===== config.mk =====
export PLATFORM = sky130hd
export DESIGN_NAME = mdu_sequencer
export DESIGN_NICKNAME = d
export VERILOG_FILES = /design/src/rtl/mdu_sequencer.sv
export SDC_FILE = /design/constraint.sdc
export NUM_CORES = 1
export LEC_CHECK = 0
export BUFFER_PORTS_ARGS = -buffer_cell sky130_fd_sc_hd__clkbuf_2
export CELL_PAD_IN_SITES_DETAIL_PLACEMENT = 1
export CELL_PAD_IN_SITES_GLOBAL_PLACEMENT = 1
export CORE_UTILIZATION = 46
export DETAILED_ROUTE_END_ITERATION = 6
export GPL_TIMING_DRIVEN = 0
export PLACE_DENSITY = 0.94
export SLEW_MARGIN = 25
export SYNTH_ARGS = -nofsm -noshare
export SYNTH_HDL_FRONTEND = slang
export SYNTH_SLANG_ARGS = --single-unit
export TNS_END_PERCENT = 100

===== constraint.sdc =====
create_clock -name clk_i -period 4.3 [get_ports clk_i]
set_input_delay 0.215 -clock clk_i [delete_from_list [all_inputs] [get_ports clk_i]]
set_output_delay 0.215 -clock clk_i [all_outputs]
set_load 0.05 [all_outputs]

===== src/rtl/mdu_sequencer.sv =====
// Purpose: iterative RV32M multiply/divide unit with its control sequencer (radix-2 shift-add / restoring divide).
// Latency: accept in cycle 0, done_o in cycle 34 (fast path for div-by-zero / signed overflow: cycle 2).
// Backpressure: one op at a time; stall_o holds the pipeline while busy, req_i is ignored outside IDLE.
//
// Ports:
//   clk_i, rst_i          clock, synchronous active-high reset
//   req_i, kill_i         start request (IDLE only), flush (aborts, wins over req_i)
//   mdu_op_i              op code (mdu_pkg encodings), captured with req_i
//   operand_a_i/_b_i      rs1 / rs2
//   busy_o, stall_o       not-IDLE, combinational pipeline stall
//   done_o, result_o      one-cycle completion strobe, registered result held until next completion

package mdu_pkg;
   localparam logic [2:0] MDU_MUL    = 3'd0;
   localparam logic [2:0] MDU_MULH   = 3'd1;
   localparam logic [2:0] MDU_MULHSU = 3'd2;
   localparam logic [2:0] MDU_MULHU  = 3'd3;
   localparam logic [2:0] MDU_DIV    = 3'd4;
   localparam logic [2:0] MDU_DIVU   = 3'd5;
   localparam logic [2:0] MDU_REM    = 3'd6;
   localparam logic [2:0] MDU_REMU   = 3'd7;
endpackage

module mdu_sequencer
   import mdu_pkg::*;
#(
   parameter int MDU_OP_WIDTH = 3
)
(
   input  logic                    clk_i,
   input  logic                    rst_i,
   input  logic                    req_i,
   input  logic                    kill_i,
   input  logic [MDU_OP_WIDTH-1:0] mdu_op_i,
   input  logic [31:0]             operand_a_i,
   input  logic [31:0]             operand_b_i,
   output logic                    busy_o,
   output logic                    stall_o,
   output logic                    done_o,
   output logic [31:0]             result_o
);

   localparam logic [1:0] S_IDLE = 2'd0;
   localparam logic [1:0] S_CALC = 2'd1;
   localparam logic [1:0] S_FIX  = 2'd2;
   localparam logic [1:0] S_DONE = 2'd3;

   logic [1:0]  r_state;
   logic [2:0]  r_op;
   logic [31:0] r_a_mag;
   logic [31:0] r_b_mag;
   logic        r_a_neg;
   logic        r_b_neg;
   logic        r_div0;
   logic        r_ovf;
   logic [4:0]  r_cnt;
   logic [63:0] r_acc;     // product accumulator, or {remainder, quotient} when dividing
   logic [31:0] r_result;

   // ---------------- request decode (IDLE capture) ----------------
   logic [2:0]  w_op;
   logic        w_is_div;
   logic        w_a_sgn;
   logic        w_b_sgn;
   logic        w_a_neg;
   logic        w_b_neg;
   logic [31:0] w_a_mag;
   logic [31:0] w_b_mag;
   logic        w_div0;
   logic        w_ovf;
   logic        w_accept;

   assign w_op     = mdu_op_i[2:0];
   assign w_is_div = w_op[2];
   assign w_a_sgn  = (w_op == MDU_MULH) | (w_op == MDU_MULHSU) | (w_op == MDU_DIV) | (w_op == MDU_REM);
   assign w_b_sgn  = (w_op == MDU_MULH) | (w_op == MDU_DIV) | (w_op == MDU_REM);
   assign w_a_neg  = w_a_sgn & operand_a_i[31];
   assign w_b_neg  = w_b_sgn & operand_b_i[31];
   assign w_a_mag  = w_a_neg ? (~operand_a_i + 32'd1) : operand_a_i;
   assign w_b_mag  = w_b_neg ? (~operand_b_i + 32'd1) : operand_b_i;
   assign w_div0   = w_is_div & (operand_b_i == 32'd0);
   // only signed divides (DIV/REM) have w_a_sgn set among the divide ops
   assign w_ovf    = w_is_div & w_a_sgn & (operand_a_i == 32'h8000_0000) & (operand_b_i == 32'hFFFF_FFFF);
   assign w_accept = (r_state == S_IDLE) & req_i & ~kill_i;

   // ---------------- one iteration ----------------
   logic [32:0] w_mul_sum;
   logic [63:0] w_mul_next;
   logic [32:0] w_div_rem;
   logic        w_div_ge;
   logic [31:0] w_div_diff;
   logic [63:0] w_div_next;

   // shift-add: add |B| into the high word when the current multiplier bit is set, then shift right
   assign w_mul_sum  = {1'b0, r_acc[63:32]} + (r_acc[0] ? {1'b0, r_b_mag} : 33'd0);
   assign w_mul_next = {w_mul_sum, r_acc[31:1]};

   // restoring divide: remainder after the left shift needs 33 bits for the compare
   assign w_div_rem  = r_acc[63:31];
   assign w_div_ge   = (w_div_rem >= {1'b0, r_b_mag});
   assign w_div_diff = w_div_rem[31:0] - r_b_mag;   // fits in 32 bits whenever w_div_ge
   assign w_div_next = {(w_div_ge ? w_div_diff : w_div_rem[31:0]), r_acc[30:0], w_div_ge};

   // ---------------- sign fix-up and word select ----------------
   logic [63:0] w_prod;
   logic [31:0] w_quot;
   logic [31:0] w_rem;
   logic [31:0] w_a_orig;
   logic [31:0] w_fix_res;

   assign w_prod   = (r_a_neg ^ r_b_neg) ? (~r_acc + 64'd1) : r_acc;
   assign w_quot   = (r_a_neg ^ r_b_neg) ? (~r_acc[31:0] + 32'd1) : r_acc[31:0];
   assign w_rem    = r_a_neg ? (~r_acc[63:32] + 32'd1) : r_acc[63:32];
   assign w_a_orig = r_a_neg ? (~r_a_mag + 32'd1) : r_a_mag;   // rebuilds A for remainder-by-zero

   always_comb begin
      w_fix_res = 32'd0;
      case (r_op)
         MDU_MUL:                        w_fix_res = w_prod[31:0];
         MDU_MULH, MDU_MULHSU, MDU_MULHU: w_fix_res = w_prod[63:32];
         MDU_DIV, MDU_DIVU:              w_fix_res = r_div0 ? 32'hFFFF_FFFF :
                                                     r_ovf  ? 32'h8000_0000 : w_quot;
         MDU_REM, MDU_REMU:              w_fix_res = r_div0 ? w_a_orig :
                                                     r_ovf  ? 32'd0 : w_rem;
         default:                        w_fix_res = 32'd0;
      endcase
   end

   // ---------------- sequencer ----------------
   always_ff @(posedge clk_i) begin
      if (rst_i) begin
         r_state  <= S_IDLE;
         r_op     <= 3'd0;
         r_a_mag  <= 32'd0;
         r_b_mag  <= 32'd0;
         r_a_neg  <= 1'b0;
         r_b_neg  <= 1'b0;
         r_div0   <= 1'b0;
         r_ovf    <= 1'b0;
         r_cnt    <= 5'd0;
         r_acc    <= 64'd0;
         r_result <= 32'd0;
      end else if (kill_i) begin
         r_state <= S_IDLE;
      end else begin
         case (r_state)
            S_IDLE: begin
               if (req_i) begin
                  r_op    <= w_op;
                  r_a_mag <= w_a_mag;
                  r_b_mag <= w_b_mag;
                  r_a_neg <= w_a_neg;
                  r_b_neg <= w_b_neg;
                  r_div0  <= w_div0;
                  r_ovf   <= w_ovf;
                  r_cnt   <= 5'd0;
                  r_acc   <= {32'd0, w_a_mag};
                  r_state <= (w_div0 | w_ovf) ? S_FIX : S_CALC;
               end
            end
            S_CALC: begin
               r_acc <= r_op[2] ? w_div_next : w_mul_next;
               r_cnt <= r_cnt + 5'd1;
               if (r_cnt == 5'd31) begin
                  r_state <= S_FIX;
               end
            end
            S_FIX: begin
               r_result <= w_fix_res;
               r_state  <= S_DONE;
            end
            default: begin
               r_state <= S_IDLE;
            end
         endcase
      end
   end

   assign busy_o   = (r_state != S_IDLE);
   assign stall_o  = w_accept | (r_state == S_CALC) | (r_state == S_FIX);
   assign done_o   = (r_state == S_DONE);
   assign result_o = r_result;

endmodule

[Yosys cells after proc, flatten, opt, wreduce, memory -nomap -nowiden]
Cells that the tools add are included.
Word-level totals
  flip-flop bits (word level): 174
  input port bits: 71
  output and inout bits: 35
  word-level logic and storage cells: 99
Operators by class
  $add $sub $neg: 9
  magnitude comparators: 1
  eq/ne operators: 19
  muxes and demuxes: 22
  bitwise operators: 24
  reductions and logical operators: 13
Operators by type and width (count)
  $mux 32: 11
  $mux 64: 3
  $add 32x1->32 const B: 5
  $not 32->32: 5
  $pmux 32 s4: 1
  $pmux 64 s2: 1
  $add 64x1->64 const B: 1
  $eq 32x32->1 const B: 2
  $not 64->64: 1
  $add 32x32->33: 1
  $ge 33x32->1: 1
  $logic_not 32->1: 1
  $sub 32x32->32: 1
  $eq 3x3->1 const B: 6
  $pmux 5 s2: 1
  $eq 3x2->1 const B: 3
  $and 1x1->1: 8
  $or 1x1->1: 8
  $eq 3x1->1 const B: 2
  $mux 2: 3
  $pmux 2 s3: 1
  $reduce_and 3->1: 2
  $reduce_or 2->1: 3
  $add 5x1->5 const B: 1
  12 further kinds: 16

[Longest topological paths before layout]
  word-level depth: 11
  gate-level depth with buffers: 14
  gate-level depth less buffers: 13

[Worst setup path before layout]
Ideal clock, no wire load.
  path kind: register to register
  start: register r_acc[33]
  end: register r_acc[57]
  setup time: 0.074 ns
  arrival time: 3.090 ns
  data required time: 4.226 ns
  path slack: 1.136 ns
  stages on the path, launching flop included: 13
  buffers on the path: 1
  period minus slack after synthesis: 3.164 ns
  cell sequence: dfxtp_1 -> clkbuf_1 -> inv_1 -> fa_1 -> inv_1 -> a21oi_1 -> o21ai_0 -> a31oi_1 -> o41ai_1 -> mux2_2 -> nor3_1 -> o21ai_0 -> o21ai_0
Between the ends
  word-level cells in the longest chain between the ends: 4
  elaborated cells between the ends (all ways): 6
  classes of those cells: add/sub (2); order compare (1); mux (3)
Ends and longest elaborated chain
  start: declaration: line 57  | logic [63:0] r_acc;
  start signal: assignment: line 157  | r_acc <= {32'd0, w_a_mag};
  start signal: assignment: line 162  | r_acc <= r_op[2] ? w_div_next : w_mul_next;
  $sub 32x32->32 or $ge 33x32->1 (tied branches): line 101, 100
  $mux 32: line 102  | assign w_div_next = {(w_div_ge ? w_div_diff : w_div_rem[31:0]), r_acc[30:0], w_div_ge};
  $mux 64 (*): line 162
  $pmux 64 s2 (*): line 146  | case (r_state)
Mark *: on every way between the ends. The rest lies on a longest branch, timed or not.
A chain may end at the register's enable or synchronous reset.

[Worst setup path after layout]
  start: register r_acc[0]
  end: register r_result[12] (netlist: result_o[12])
Between the ends
  word-level cells in the longest chain between the ends: 6
  elaborated cells between the ends (all ways): 9
  classes of those cells: add/sub (2); mux (5); bitwise (2)
Ends and longest elaborated chain
  $not 32->32: line 112  | assign w_quot = (r_a_neg ^ r_b_neg) ? (~r_acc[31:0] + 32'd1) : r_acc[31:0];
  $add 32x1->32: line 112
  $mux 32: line 112
  $mux 32: line 122  | r_ovf ? 32'h8000_0000 : w_quot;
  $mux 32: line 121  | MDU_DIV, MDU_DIVU: w_fix_res = r_div0 ? 32'hFFFF_FFFF :
  $pmux 32 s4 (*): line 118  | case (r_op)
  end signal: assignment: line 169  | r_result <= w_fix_res;
  end: declaration: line 58  | logic [31:0] r_result;
Marked as above.

==> summary.md <==
| Metric | Value |
|---|---|
| Outcome | completed |
| Post-Syn Nets | 2378 |
| Fraction of layout cells with a size suffix above 1 | 7.71% |
| Switch share | 39.8% |
| Unrepaired setup endpoints after global routing | true |
| Reg2reg setup slack | 0.02 ns |
| Count of state elements after synthesis | 174 |
| Sequential share of power | 36.8% |
| Min Tclk post-route | 4.28 ns |
| Fillers | 4404 |
| PortBufs | 103 |
| Core Region | 33900 sq um |
| Vias in the first global route | 19500 |
| Ys Warns | 0 |
| Fin crit share | 99.5% |
| Fmax | 0.234 GHz |
| Routed wire per std cell | 28.7 microns |
| Starting DRT DRC Count | 2335 |
| Dominant synthesized flop cell | dfxtp_1 |
| Worst-Skew Late Latency | 0.47 ns |
| Antenna violations before repair | 3 |
| GP Congestion | 1.08 |
| Clock buffer depth | 2 |
| Pre-CTS setup slack | -0.330 ns |
| TritonRoute pass-1 iters | 6 |
| Post-synth EDFFs | 0 |
| Slew headroom | 19.5% |
| Crit start category | flip-flop |
| Type of the most critical hold path | primary input to flip-flop |
| Worst EP arrival | 4.65 ns |
| Clock share of power | 33.8% |
| Hold wc startpoint | mdu_op_i[0] |
| Util after Layout | 52.2% |
| Critical-path top delay cell | or4_4 |
| Die height | 188 microns |
| Global Route Usage Sum | 44.9% |
| Power per cell area | 278 nW/um^2 |
| Tightest Pin Transition | 1.21 ns |
| Root Driver | clkbuf_16 |
| I/O Pins | 106 |
| Hold Vio Cnt, Final | 0 |
| Worst setup EP type | flip-flop |
| CTS tree | yes |
| Post-DP Area | 17100 sq um |
| Routed vias/inst | 6.91 |
| Worst-path fanout max | 10 |
| Detailed Place HPWL | 63.3 mm |
| Reg clk slew, reported paths | 0.08 ns |
| CTS Hold Bufs | 0 |
| Worst flop-to-flop path startpoint | r_acc[0] |
| Setup Skew | 0.0148 ns |
| P&R area growth vs syn | 10.7% |
| Hold Crit Endpoint | r_op[0] |
| Internal power | 2.96 mW |
| Clock Sinks | 174 |
| Worst R2R Path Depth | 11 |
| Sequential share of the synthesized area | 21.8% |
| Worst path required time | 4.67 ns |
| CP Class | flip-flop to flip-flop |
| Netlist cell types | 81 |
| First-pass GRT wire length | 120 mm |
| Die W | 188 microns |
| Setup TNS | 0 ns |
| Overall routed net length | 80.8 mm |
| Gate power share | 29.4% |
| Vias | 19400 |
| Final setup viols | 0 |
| Final-report max-slew violation count | 0 |
| Mapped Cells | 2228 |
| Cell Chain, Critical Path | inv_1 -> buf_2 -> ha_1 -> nor2b_1 -> nand3_1 -> or4_4 -> nor2_1 -> a21oi_1 -> xor2_1 -> a221o_1 -> a22o_1 |
| Peak supply drop | 0.000284 V |
| Area of the die | 35500 sq um |
| Leak | 6.63 nW |
| DR DRC count | 0 |
| Psw | 1.96 mW |
| Grt total ovfl | 0 |
| Maxcap violations | 0 |
| Mapped Area | 16000 sq um |
| Hold Crit Depth | 3 |
| # H-tree levels | 4 |
| Final layout net count | 2499 |
| Final instance area | 17700 sq um |
| Synth Area per Inst | 7.17 sq um |
| Critical path's largest stage delay | 0.63 ns |
| Reg-to-reg endpoint | result_o[12] |
| Rows | 67 |
| Final setup margin | 0.0217 ns |
| Num CTS Buffers | 17 |
| Largest net degree at the start of global routing | 18 |
| Starting Density | 47.2% |
| Ys async rst share | 0% |
| ANT nets after route | 0 |
-- Yosys cell counts (7+ instances only) --
cell type  number  area, sq um
a211o_1        18          158
a211oi_1       92          691
a21o_1         25          188
a21oi_1       209         1050
a221oi_1        7         61.3
a22oi_1        28          210
a311oi_1        9         78.8
a31oi_1        15         93.8
and2_1         32          200
and3_1          8         50.1
buf_1           9         33.8
clkbuf_1      148          556
dfxtp_1       174         3480
ha_1           77          963
inv_1          78          293
mux2i_1        30          300
nand2_1       202          758
nand2b_1       16          100
nand3_1        35          175
nand4_1        23          144
nor2_1        239          897
nor2b_1        14         87.6
nor3_1         64          320
nor4_1         22          138
o211ai_1       23          173
o21a_1         11         82.6
o21ai_0       158          791
o21bai_1        7         52.6
o221ai_1       13          114
o22ai_1        15         93.8
o31ai_1        45          338
o41ai_1        18          158
or2_2           9         56.3
or3_1          28          175
or4_1          14          105
xnor2_1       112          981
xor2_1        108          946
-- metrics by stage --
step           cells  power [mW]  hold WS (ns)
6_report        2811        4.92        0.0552
3_3_place_gp    2779        3.14         0.428
3_5_place_dp    2779        3.19         0.451
2_1_floorplan   2228        2.66         0.351
5_1_grt         2810        5.03        0.0785
4_1_cts         2810        4.82        0.0505
-- per-layer routing --
layer / vias up / GRT usage [%] / share of wire (%)
li1: 8350 / - / -
met1: 9596 / 58.1 / 41
met2: 1172 / 68.9 / 43
met3: 293 / 10.1 / 10
met4: 2 / 24.8 / 5.9
met5: - / 0 / 0.016
-- layout by cell type, fill, tap and decap left out, drive strengths merged, types with 11 or more instances in the layout --
cell	Yosys	layout
xnor2	112	112
o21a	11	11
a211o	18	18
o21ai	158	158
xor2	108	108
o41ai	18	18
mux2i	30	30
inv	78	85
a31oi	15	15
nor2b	14	14
ha	77	77
nor4	23	23
o31ai	45	45
or4	18	18
a21oi	209	209
nand4	23	23
o211ai	23	23
a211oi	92	92
nand2b	16	16
a22oi	28	28
dfxtp	174	174
nand3	36	36
a21o	25	25
nor2	239	239
or3	29	29
o221ai	14	14
and2	32	32
o22ai	15	15
nand2	203	203
clkbuf	148	269
buf	15	14
nor3	65	65
-- layout make-up --
type                    count  area (sq um)  share of cell area [%]
diodes                      1          2.50                  0.0142
plain buffers             162           636                    3.59
clock buffers              18           439                    2.48
clock inverters            14           148                   0.835
inverters                  79           297                    1.68
multi-input cells        1812         11600                    65.6
flip-flops and latches    174          3480                    19.7
well taps                 448           561                    3.17
repair buffers            103           515                    2.92
-- worst max-delay path: cells and delay by family, from the launching register on --
| family | cells | cell delay (ns) |
|---|---|---|
| XOR/XNOR | 1 | 0.20 |
| AO/OA/AOI/OAI | 3 | 0.77 |
| buffers and inverters | 2 | 0.85 |
| flip-flops | 1 | 0.44 |
| AND/OR/NAND/NOR | 4 | 1.61 |
| adder cells (fa/ha/maj) | 1 | 0.29 |
-- power groups by stage --
stage	Clock (mW)	Combinational, mW	Sequential (mW)
floorplan	0	0.875	1.78
global placement	0	1.32	1.82
detailed placement	0	1.36	1.83
CTS	1.64	1.38	1.79
global route	1.71	1.52	1.81
finish	1.66	1.45	1.81
-- registers in the layout, indices dropped and copies added (netlist names) --
name      flops
r_a_mag      32
r_a_neg       1
r_acc        64
r_b_mag      32
r_b_neg       1
r_cnt         5
r_div0        1
r_op          3
r_ovf         1
r_state       2
result_o     32
-- how the worst max path moves through the flow --
| stage | startpoint | end | slack [ns] | depth (start not counted) |
|---|---|---|---|---|
| 2_1_floorplan | r_acc[33] | r_acc[57] | 1.14 | 12 |
| 3_3_place_gp | r_acc[0] | r_acc[57] | -0.18 | 12 |
| 3_5_place_dp | r_acc[0] | r_acc[57] | -0.33 | 12 |
| 4_1_cts | r_acc[0] | r_acc[63] | 0.01 | 13 |
| 5_1_grt | r_acc[0] | result_o[6] | -0.01 | 11 |
| 6_report | r_acc[0] | result_o[12] | 0.02 | 11 |
-- what timing repair did --
| action | in CTS | in global routing |
|---|---|---|
| setup endpoints to repair | 8 | 18 |
| setup buffers | 0 | 0 |
| gates cloned | 0 | 0 |
| resized for setup | 3 | 7 |
-- logic make-up after synthesis --
kind of cell,after synthesis,share of synthesized area (%)
DFF,174,21.8
buffers and inverters,242,5.83
AOI/OAI and AO/OA,746,30.3
adders and majority gates,79,6.28
muxes,32,2.02
and+or+nand+nor,735,21.7
xor gates and xnor gates,220,12.1
Note: power is estimated with default switching activity, not from simulation.
